--- src/rtl/fwd_hazard_unit_pkg.sv ---
// Shared types for the EX-stage forwarding/hazard unit: shadow pipeline entry,
// bubble FSM encoding and the forwarded-stage index width.
package fwd_hazard_unit_pkg;

    localparam int FWD_STAGE_W = 3;
    // Wide enough for any REG_AW in use; narrower indices are zero-extended.
    localparam int SHADOW_RD_W = 8;

    typedef struct packed {
        logic                   valid;
        logic [SHADOW_RD_W-1:0] rd;
        logic                   is_load;
    } shadow_t;

    typedef enum logic {
        RUN    = 1'b0,
        BUBBLE = 1'b1
    } fsm_state_t;

endpackage

--- src/rtl/fwd_hazard_unit_if.sv ---
// Bundle between ID/EX control, the EX operand muxes and fwd_hazard_unit.
// FWD_HAZARD_PERF_EN adds the two performance counter outputs.
interface fwd_hazard_unit_if #(
    parameter int XLEN       = 32,
    parameter int NUM_STAGES = 3,
    parameter int NUM_SRC    = 3,
    parameter int REG_AW     = 5
);
    import fwd_hazard_unit_pkg::*;

    logic                               hold;
    logic                               flush;
    logic [REG_AW-1:0]                  ex_rd;
    logic                               ex_rd_we;
    logic                               ex_is_load;
    logic [NUM_SRC*REG_AW-1:0]          ex_rs;
    logic [NUM_SRC-1:0]                 ex_rs_used;
    logic [NUM_SRC*XLEN-1:0]            rf_data;
    logic [NUM_STAGES*XLEN-1:0]         stage_data;
    logic [XLEN-1:0]                    mem_rdata;
    logic [NUM_SRC*XLEN-1:0]            fwd_data;
    logic [NUM_SRC-1:0]                 fwd_hit;
    logic [NUM_SRC*FWD_STAGE_W-1:0]     fwd_stage;
    logic                               stall;
`ifdef FWD_HAZARD_PERF_EN
    logic [31:0]                        perf_fwd_cnt;
    logic [31:0]                        perf_stall_cnt;
`endif

    modport master (
        output hold, flush, ex_rd, ex_rd_we, ex_is_load, ex_rs, ex_rs_used,
               rf_data, stage_data, mem_rdata,
`ifdef FWD_HAZARD_PERF_EN
        input  perf_fwd_cnt, perf_stall_cnt,
`endif
        input  fwd_data, fwd_hit, fwd_stage, stall
    );

    modport slave (
        input  hold, flush, ex_rd, ex_rd_we, ex_is_load, ex_rs, ex_rs_used,
               rf_data, stage_data, mem_rdata,
`ifdef FWD_HAZARD_PERF_EN
        output perf_fwd_cnt, perf_stall_cnt,
`endif
        output fwd_data, fwd_hit, fwd_stage, stall
    );

endinterface

--- src/rtl/fwd_hazard_unit_match_sel.sv ---
// Per-source priority match across the shadow stages plus operand selection.
// Purely combinational; flags a load-use hazard when the winner is a load in stage 0.
module fwd_match_sel
    import fwd_hazard_unit_pkg::*;
#(
    parameter int XLEN       = 32,
    parameter int NUM_STAGES = 3,
    parameter int REG_AW     = 5
) (
    input  logic [REG_AW-1:0]            rs,
    input  logic                         rs_used,
    input  logic [XLEN-1:0]              rf_data,
    input  shadow_t [NUM_STAGES-1:0]     entries,
    input  logic [NUM_STAGES*XLEN-1:0]   stage_data,
    input  logic [XLEN-1:0]              mem_rdata,
    output logic [XLEN-1:0]              data,
    output logic                         hit,
    output logic [FWD_STAGE_W-1:0]       stage,
    output logic                         hazard
);

    always_comb begin
        data   = rf_data;
        hit    = 1'b0;
        stage  = '0;
        hazard = 1'b0;
        // Oldest to youngest so the youngest match overwrites everything older.
        for (int k = NUM_STAGES - 1; k >= 0; k--) begin
            if (rs_used && (rs != '0) && entries[k].valid &&
                (entries[k].rd == SHADOW_RD_W'(rs))) begin
                hit   = 1'b1;
                stage = FWD_STAGE_W'(k);
                if ((k == 1) && entries[k].is_load)
                    data = mem_rdata;
                else
                    data = stage_data[k*XLEN +: XLEN];
            end
        end
        hazard = hit && (stage == '0) && entries[0].is_load;
    end

endmodule

--- src/rtl/fwd_hazard_unit.sv ---
// Operand forwarding for the EX stage with an internal destination shadow pipeline.
// Zero-latency forwarding; a load-use dependency costs one stall/bubble cycle. FWD_HAZARD_PERF_EN adds counters.
module fwd_hazard_unit
    import fwd_hazard_unit_pkg::*;
#(
    parameter int XLEN       = 32,
    parameter int NUM_STAGES = 3,
    parameter int NUM_SRC    = 3,
    parameter int REG_AW     = 5
) (
    input  logic               clk,
    input  logic               rst,
    fwd_hazard_unit_if.slave   bus
);

    shadow_t [NUM_STAGES-1:0]       shadow_q;
    shadow_t                        ex_entry;
    fsm_state_t                     state_q;
    fsm_state_t                     state_nxt;
    logic [NUM_SRC-1:0]             src_hazard;
    logic                           hazard;
    logic                           stall;
    logic [NUM_SRC*XLEN-1:0]        fwd_data;
    logic [NUM_SRC-1:0]             fwd_hit;
    logic [NUM_SRC*FWD_STAGE_W-1:0] fwd_stage;

    for (genvar i = 0; i < NUM_SRC; i++) begin : g_src
        fwd_match_sel #(
            .XLEN       (XLEN),
            .NUM_STAGES (NUM_STAGES),
            .REG_AW     (REG_AW)
        ) u_match_sel (
            .rs         (bus.ex_rs[i*REG_AW +: REG_AW]),
            .rs_used    (bus.ex_rs_used[i]),
            .rf_data    (bus.rf_data[i*XLEN +: XLEN]),
            .entries    (shadow_q),
            .stage_data (bus.stage_data),
            .mem_rdata  (bus.mem_rdata),
            .data       (fwd_data[i*XLEN +: XLEN]),
            .hit        (fwd_hit[i]),
            .stage      (fwd_stage[i*FWD_STAGE_W +: FWD_STAGE_W]),
            .hazard     (src_hazard[i])
        );
    end

    assign hazard        = |src_hazard;
    assign bus.fwd_data  = fwd_data;
    assign bus.fwd_hit   = fwd_hit;
    assign bus.fwd_stage = fwd_stage;
    assign bus.stall     = stall;

    always_ff @(posedge clk or posedge rst) begin
        if (rst)
            state_q <= RUN;
        else
            state_q <= state_nxt;
    end

    // RUN and BUBBLE share the same exit rule: a fresh hazard leads to BUBBLE.
    always_comb begin
        state_nxt = state_q;
        if (bus.flush)
            state_nxt = RUN;
        else if (!bus.hold)
            state_nxt = hazard ? BUBBLE : RUN;
    end

    always_comb begin
        stall = 1'b0;
        case (state_q)
            RUN:     stall = hazard && !bus.hold;
            BUBBLE:  stall = 1'b0;
            default: stall = 1'b0;
        endcase
    end

    always_comb begin
        ex_entry         = '0;
        ex_entry.valid   = bus.ex_rd_we && (bus.ex_rd != '0);
        ex_entry.rd      = SHADOW_RD_W'(bus.ex_rd);
        ex_entry.is_load = bus.ex_is_load;
    end

    always_ff @(posedge clk or posedge rst) begin
        if (rst) begin
            shadow_q <= '0;
        end else if (bus.flush) begin
            for (int k = 0; k < NUM_STAGES; k++)
                shadow_q[k].valid <= 1'b0;
        end else if (!bus.hold) begin
            for (int k = NUM_STAGES - 1; k > 0; k--)
                shadow_q[k] <= shadow_q[k-1];
            shadow_q[0] <= stall ? shadow_t'('0) : ex_entry;
        end
    end

`ifdef FWD_HAZARD_PERF_EN
    logic [31:0] perf_fwd_q;
    logic [31:0] perf_stall_q;
    logic [31:0] hit_cnt;

    always_comb begin
        hit_cnt = '0;
        for (int i = 0; i < NUM_SRC; i++)
            hit_cnt = hit_cnt + 32'(fwd_hit[i]);
    end

    always_ff @(posedge clk or posedge rst) begin
        if (rst) begin
            perf_fwd_q   <= '0;
            perf_stall_q <= '0;
        end else if (!bus.hold) begin
            if (stall)
                perf_stall_q <= perf_stall_q + 32'd1;
            else
                perf_fwd_q <= perf_fwd_q + hit_cnt;
        end
    end

    assign bus.perf_fwd_cnt   = perf_fwd_q;
    assign bus.perf_stall_cnt = perf_stall_q;
`endif

endmodule

--- src/flat_wrapper.sv ---
// flat-port wrapper written by rule: the top's interface ports become plain ports
module fwd_hazard_unit_flat import fwd_hazard_unit_pkg::*;
#(
    parameter int XLEN       = 32,
    parameter int NUM_STAGES = 3,
    parameter int NUM_SRC    = 3,
    parameter int REG_AW     = 5
)
  (clk, rst, bus_hold, bus_flush, bus_ex_rd, bus_ex_rd_we, bus_ex_is_load, bus_ex_rs, bus_ex_rs_used, bus_rf_data, bus_stage_data, bus_mem_rdata, bus_fwd_data, bus_fwd_hit, bus_fwd_stage, bus_stall);
  fwd_hazard_unit_if #(.XLEN(XLEN), .NUM_STAGES(NUM_STAGES), .NUM_SRC(NUM_SRC), .REG_AW(REG_AW)) bus_i ();
  input  logic clk;
  input  logic rst;
  input wire logic [$bits(bus_i.hold)-1:0] bus_hold;
  input wire logic [$bits(bus_i.flush)-1:0] bus_flush;
  input wire logic [$bits(bus_i.ex_rd)-1:0] bus_ex_rd;
  input wire logic [$bits(bus_i.ex_rd_we)-1:0] bus_ex_rd_we;
  input wire logic [$bits(bus_i.ex_is_load)-1:0] bus_ex_is_load;
  input wire logic [$bits(bus_i.ex_rs)-1:0] bus_ex_rs;
  input wire logic [$bits(bus_i.ex_rs_used)-1:0] bus_ex_rs_used;
  input wire logic [$bits(bus_i.rf_data)-1:0] bus_rf_data;
  input wire logic [$bits(bus_i.stage_data)-1:0] bus_stage_data;
  input wire logic [$bits(bus_i.mem_rdata)-1:0] bus_mem_rdata;
  output wire logic [$bits(bus_i.fwd_data)-1:0] bus_fwd_data;
  output wire logic [$bits(bus_i.fwd_hit)-1:0] bus_fwd_hit;
  output wire logic [$bits(bus_i.fwd_stage)-1:0] bus_fwd_stage;
  output wire logic [$bits(bus_i.stall)-1:0] bus_stall;
  assign bus_i.hold = bus_hold;
  assign bus_i.flush = bus_flush;
  assign bus_i.ex_rd = bus_ex_rd;
  assign bus_i.ex_rd_we = bus_ex_rd_we;
  assign bus_i.ex_is_load = bus_ex_is_load;
  assign bus_i.ex_rs = bus_ex_rs;
  assign bus_i.ex_rs_used = bus_ex_rs_used;
  assign bus_i.rf_data = bus_rf_data;
  assign bus_i.stage_data = bus_stage_data;
  assign bus_i.mem_rdata = bus_mem_rdata;
  assign bus_fwd_data = bus_i.fwd_data;
  assign bus_fwd_hit = bus_i.fwd_hit;
  assign bus_fwd_stage = bus_i.fwd_stage;
  assign bus_stall = bus_i.stall;
  fwd_hazard_unit #(.XLEN(XLEN), .NUM_STAGES(NUM_STAGES), .NUM_SRC(NUM_SRC), .REG_AW(REG_AW)) u_core (.clk(clk), .rst(rst), .bus(bus_i));
endmodule
--- config.mk ---
export PLATFORM = sky130hd
export DESIGN_NAME = fwd_hazard_unit_flat
export DESIGN_NICKNAME = d
export VERILOG_FILES = /design/src/rtl/fwd_hazard_unit_pkg.sv /design/src/rtl/fwd_hazard_unit_if.sv /design/src/rtl/fwd_hazard_unit_match_sel.sv /design/src/rtl/fwd_hazard_unit.sv /design/src/flat_wrapper.sv
export SDC_FILE = /design/constraint.sdc
export NUM_CORES = 1
export LEC_CHECK = 0
export ABC_AREA = 1
export CAP_MARGIN = 10
export CORE_ASPECT_RATIO = 0.5
export CORE_MARGIN = 2
export CORE_UTILIZATION = 40
export CTS_CLUSTER_DIAMETER = 100
export DETAILED_ROUTE_END_ITERATION = 10
export PLACE_DENSITY = 0.89
export SYNTH_ARGS = -nofsm -noshare
export SYNTH_HDL_FRONTEND = slang
export SYNTH_SLANG_ARGS = --single-unit
--- constraint.sdc ---
create_clock -name clk -period 2 [get_ports clk]
set_input_delay 0.4 -clock clk [delete_from_list [all_inputs] [get_ports clk]]
set_output_delay 0.4 -clock clk [all_outputs]
set_load 0.02 [all_outputs]
==> key figures, run 1 <==
Run status
  • Status: stopped before the end
  • Failing step: 5_1_grt
  • Log Error: [ERROR GRT-0232] Routing congestion too high. Check the congestion heatmap in the GUI.

Yosys
  • Unique masters post-synth: 31
  • #FFs+latches synth: 21
  • Synthesized area: 6153 sq um
  • Synthesis warning total: 0
  • Top post-synthesis cells by area: nand2_1, nand3_1, nor2_1, dfrtp_1, nand4_1
  • Cell taking the most area after synthesis: nand2_1
  • Mapped Cells: 1308
  • Syn_area_per_cell: 4.704 sq um
  • Share of the synthesized area in the top cell type: 0.3312
  • Sequential area share after synthesis: 0.08540

Placed design
  • RD Place Congestion: 1.040
  • Cell total after placement: 1926
  • Final HPWL DP: 28950 um
  • Port bufs: 358

Clock tree
  • H-tree Lvls: 1
  • Clk root buf: clkbuf_16
  • Clock Path Buffers: 2
  • CTS buffer count: 3
  • Clk sinks: 21

Global routing
  • Pin count of the biggest net entering global routing: 32
  • GRT overflow: 1598
  • All-Layer GR Usage: 1.044

Floorplan
  • Die Wd: 179.4 um
  • I/O pin cnt: 362
  • Core Rows: 31
  • Chip Height: 91.71 um
  • Initial Utilization: 0.4175

Timing
  • Worst endpoint type: top-level output
  • Grt repair worst endpoint: bus_fwd_data[10]
==> stage by stage <==
stage	setup slack (ns)	area [sq um]	hold slack, ns	setup TNS (ns)
CTS	-0.4998	12580	0.4960	-44.59
detailed placement	-1.257	11000	0.4947	-126.53
global placement	-1.236	11000	0.4693	-123.80
floorplan	-0.002317	6276	0.3765	-0.002414
==> cells in the mapped netlist <==
master	instances
nand2_1	543
nor2_1	254
nand3_1	191
inv_1	77
nand4_1	61
buf_2	33
dfrtp_1	21
clkbuf_1	20
o21ai_0	18
buf_4	17
a21oi_1	10
buf_6	10
inv_2	9
nand3_2	6
nand3b_1	6
nor2_2	4
nor2_4	4
nor3_1	4
nand2_2	3
xnor2_1	3
buf_1	2
o22ai_1	2
xor2_1	2
clkbuf_2	1
conb_1	1
nand3_4	1
nor2_8	1
nor2b_1	1
nor3_2	1
o41ai_1	1
or2_2	1
==> timing repair <==
action / in CTS
buffers inserted: 30
setup endpoints to repair: 113
hold buffers: 0
resized for setup: 852
cloned: 17
pin swaps: 111
==> layer usage <==
metal  GRT usage  overflow
met5      0.6431         1
met4       1.164       336
met3      0.8316        40
met2       1.356      1162
met1      0.9271        59
==> logic make-up after synthesis <==
| group | after synthesis | synth area share |
|---|---|---|
| other | 1 | 0.0006094 |
| flip-flops | 21 | 0.08540 |
| buffers and inverters | 169 | 0.1326 |
| XOR/XNOR | 5 | 0.007118 |
| AO/OA/AOI/OAI | 31 | 0.02623 |
| AND/OR/NAND/NOR | 1081 | 0.7481 |
==> inputs of run 2 (changes only) <==
--- a/config.mk
+++ b/config.mk
@@ -7,12 +7,10 @@
 export LEC_CHECK = 0
 export ABC_AREA = 1
 export CAP_MARGIN = 10
-export CORE_ASPECT_RATIO = 0.5
-export CORE_MARGIN = 2
-export CORE_UTILIZATION = 40
-export CTS_CLUSTER_DIAMETER = 100
+export CORE_AREA = 2 2 139 141
 export DETAILED_ROUTE_END_ITERATION = 10
-export PLACE_DENSITY = 0.89
+export DIE_AREA = 0 0 141 143
+export PLACE_DENSITY_LB_ADDON = 0.15
 export SYNTH_ARGS = -nofsm -noshare
 export SYNTH_HDL_FRONTEND = slang
 export SYNTH_SLANG_ARGS = --single-unit
==> key figures, run 2 <==
Clock tree
  • Skew-Pair Late Insertion Delay: 0.25 ns
  • H-tree Lvls: 1
  • CTS buffer count: 3
  • Clk sinks: 21
  • Clk root buf: clkbuf_16
  • CTS tree: built
  • Hold-fix buffers, CTS: 0
  • Clk slew on worst S/H paths: 0.06 ns
  • Clock Path Buffers: 2

Layout
  • Share of post-route cells with drive strength above 1: 0.4048
  • Area Growth Syn to Fin: 129.9%
  • Most frequent cells in the layout: nand2_1, clkdlybuf4s50_1, buf_4
  • # nets final: 2129
  • Biggest regs: u_core.shadow_q x20, u_core.state_q x1
  • Commonest non-fill, non-tap cell in the layout: nand2_1
  • Max reg flops: 20
  • Final design utilization: 0.7613
  • Largest Register: u_core.shadow_q

Floorplan
  • Initial Utilization: 0.3312
  • Die area: 20160 sq um
  • Chip Height: 143 um
  • Die Wd: 141 um
  • Core area: 18580 sq um
  • I/O pin cnt: 362
  • Core Rows: 50

Worst setup path
  • Critical Path RT: 1.60 ns
  • CP Max Fanout: 15
  • Worst R2R Setup Slack: 0.13 ns
  • Capturing point of the worst reg2reg path: u_core.shadow_q[3]
  • Critical R2R Launch: u_core.shadow_q[1]
  • CP startpoint kind: flop
  • Crit Path Category: flop to output pin
  • Critical Path End Type: output pin
  • Arrival @ worst endpoint: 2.36 ns
  • R2R cell count: 13

Timing
  • Max Clk Rate: 363.0 MHz
  • Final slew viol count: 0
  • Final setup viols: 106
  • Setup slack after layout: -0.7551 ns
  • Fin Setup TNS: -59.80 ns
  • RSZ-0062 raised after global routing: true
  • Setup Skew: 0.0009545 ns
  • Part of the cycle the worst path needs: 1.378
  • Tmin final: 2.755 ns
  • Final hold vios: 0

Global routing
  • GRT overflow: 0
  • Initial antenna violation count: 2
  • Vias in the first global route: 10710
  • First-pass GRT wire length: 62550 um
  • Pin count of the biggest net entering global routing: 34
  • All-Layer GR Usage: 0.4017

Yosys
  • Ys async rst share: 1.000
  • Synthesis warning total: 0
  • Cell taking the most area after synthesis: nand2_1
  • Top post-synthesis cells by area: nand2_1, nand3_1, nor2_1, dfrtp_1, nand4_1
  • Syn_area_per_cell: 4.704 sq um
  • Share of the synthesized area in the top cell type: 0.3312
  • Mapped Cells: 1308
  • Sequential area share after synthesis: 0.08540
  • #FFs+latches synth: 21
  • Post-synth top cells: nand2_1, nor2_1, nand3_1
  • Main flop type after synthesis: dfrtp_1
  • Count leader, synth: nand2_1
  • Synthesized area: 6153 sq um
  • Unique masters post-synth: 31
  • EDFF count, synth: 0

Routing
  • Top Metal Used: met4
  • Vias per cell: 5.532
  • Routed wl met3: 4716 um
  • Met1 wire length: 16690 um
  • Antenna viol nets, final: 0
  • DR iter-0 viols: 1190
  • Met2 WL: 20890 um
  • Routed WL: 44880 um
  • # DRC: 0
  • Initial DRT Pass Iterations: 6
  • Via count: 11680
  • Routed WL per cell: 21.26 um

Power
  • Pwr Total: 4001 uW
  • Int Power: 2195 uW
  • Net Sw Frac: 0.4513
  • P_leak: 0.007329 uW
  • Seq pwr share: 0.142
  • Comb power frac: 0.748
  • P per Cell Area: 282.8 nW/um^2
  • Clock network fraction of design power: 0.110
  • Maximum VDD drop: 448.9 uV
  • Switch Pwr: 1806 uW

Placed design
  • Final HPWL DP: 31510 um
  • Port bufs: 358
  • RD Place Congestion: 0.9898

Worst hold path
  • Hold Crit Class: primary input to async pin

Run status
  • Violated checks: negative setup slack
  • Status: complete, but fails checks

Job
  • Number of max-cap violations: 0
run 2: cell counts after synthesis:
Identical to the previous run, type by type.
run 2: routing by layer:
layer / GRT usage / up-vias
met2: 0.6691 / 829
met3: 0.06573 / 219
met1: 0.5133 / 5341
li1: - / 5290
met5: 0 / -
met4: 0.1768 / 0
run 2: power groups by stage:
| stage | Sequential [uW] | Clock (uW) | Combinational, uW |
|---|---|---|---|
| after floorplan | 537 | 0 | 963 |
| after detailed placement | 562 | 0 | 2460 |
| after CTS | 560 | 447 | 2690 |
| after global placement | 564 | 0 | 2470 |
| after global routing | 570 | 459 | 3170 |
| final | 567 | 440 | 2990 |
run 2: through the flow:
step	worst slack (ns)	cells	instance area, sq um	hold WS (ns)
after floorplan	-0.002317	1310	6276	0.3765
after global placement	-1.573	2004	11260	0.4653
after detailed placement	-1.543	2004	11260	0.4811
after CTS	-0.6372	2084	13140	0.4905
after global routing	-0.8417	2111	14150	0.5150
final	-0.7551	2111	14150	0.4825
run 2: final cells by class:
cell class / count / area [sq um]
diodes: 2 / 5.005
clock buffers: 3 / 75.07
clock inverters: 1 / 7.507
fillers: 1497 / 4434
inverters: 86 / 360.3
multi-input cells: 1120 / 6116
flip-flops and latches: 21 / 534.3
well taps: 234 / 292.8
repair buffers: 644 / 6755
run 2: logic make-up after synthesis:
family | Yosys count | synth area share
other cells | 1 | 0.0006094
compound gates | 31 | 0.02623
xor+xnor | 5 | 0.007118
flops | 21 | 0.08540
simple gates | 1081 | 0.7481
buf+inv | 169 | 0.1326
run 2: what timing repair did:
item | 4_1_cts | 5_1_grt
pin swaps | 83 | 141
setup endpoints to repair | 113 | 106
setup buffers | 61 | 39
gates cloned | 16 | 6
gates resized for setup | 880 | 271
run 2: worst max-delay path: stages, from the launching register on:
cell     delay [ns]
dfrtp_2        0.46
buf_6          0.14
xnor2_2        0.11
nand2_1        0.08
nor2_2         0.18
nand3_4        0.21
buf_12         0.23
buf_6          0.12
nand3_1        0.08
nand2_1        0.08
nor2_1         0.15
nor2_1         0.08
buf_4          0.17
run 2: how the worst max path moves through the flow:
stage | start | endpoint | slack, ns | depth (start not counted)
2_1_floorplan | bus_ex_rs[8] | bus_fwd_data[62] | -0.002 | 11
3_3_place_gp | bus_ex_rs[13] | bus_fwd_data[95] | -1.57 | 12
3_5_place_dp | bus_ex_rs[13] | bus_fwd_data[95] | -1.54 | 12
4_1_cts | u_core.shadow_q[25] | bus_fwd_data[92] | -0.64 | 15
5_1_grt | u_core.shadow_q[14] | bus_fwd_data[92] | -0.84 | 13
6_report | u_core.shadow_q[15] | bus_fwd_data[92] | -0.76 | 12
Power figures use the tool's default switching activity.
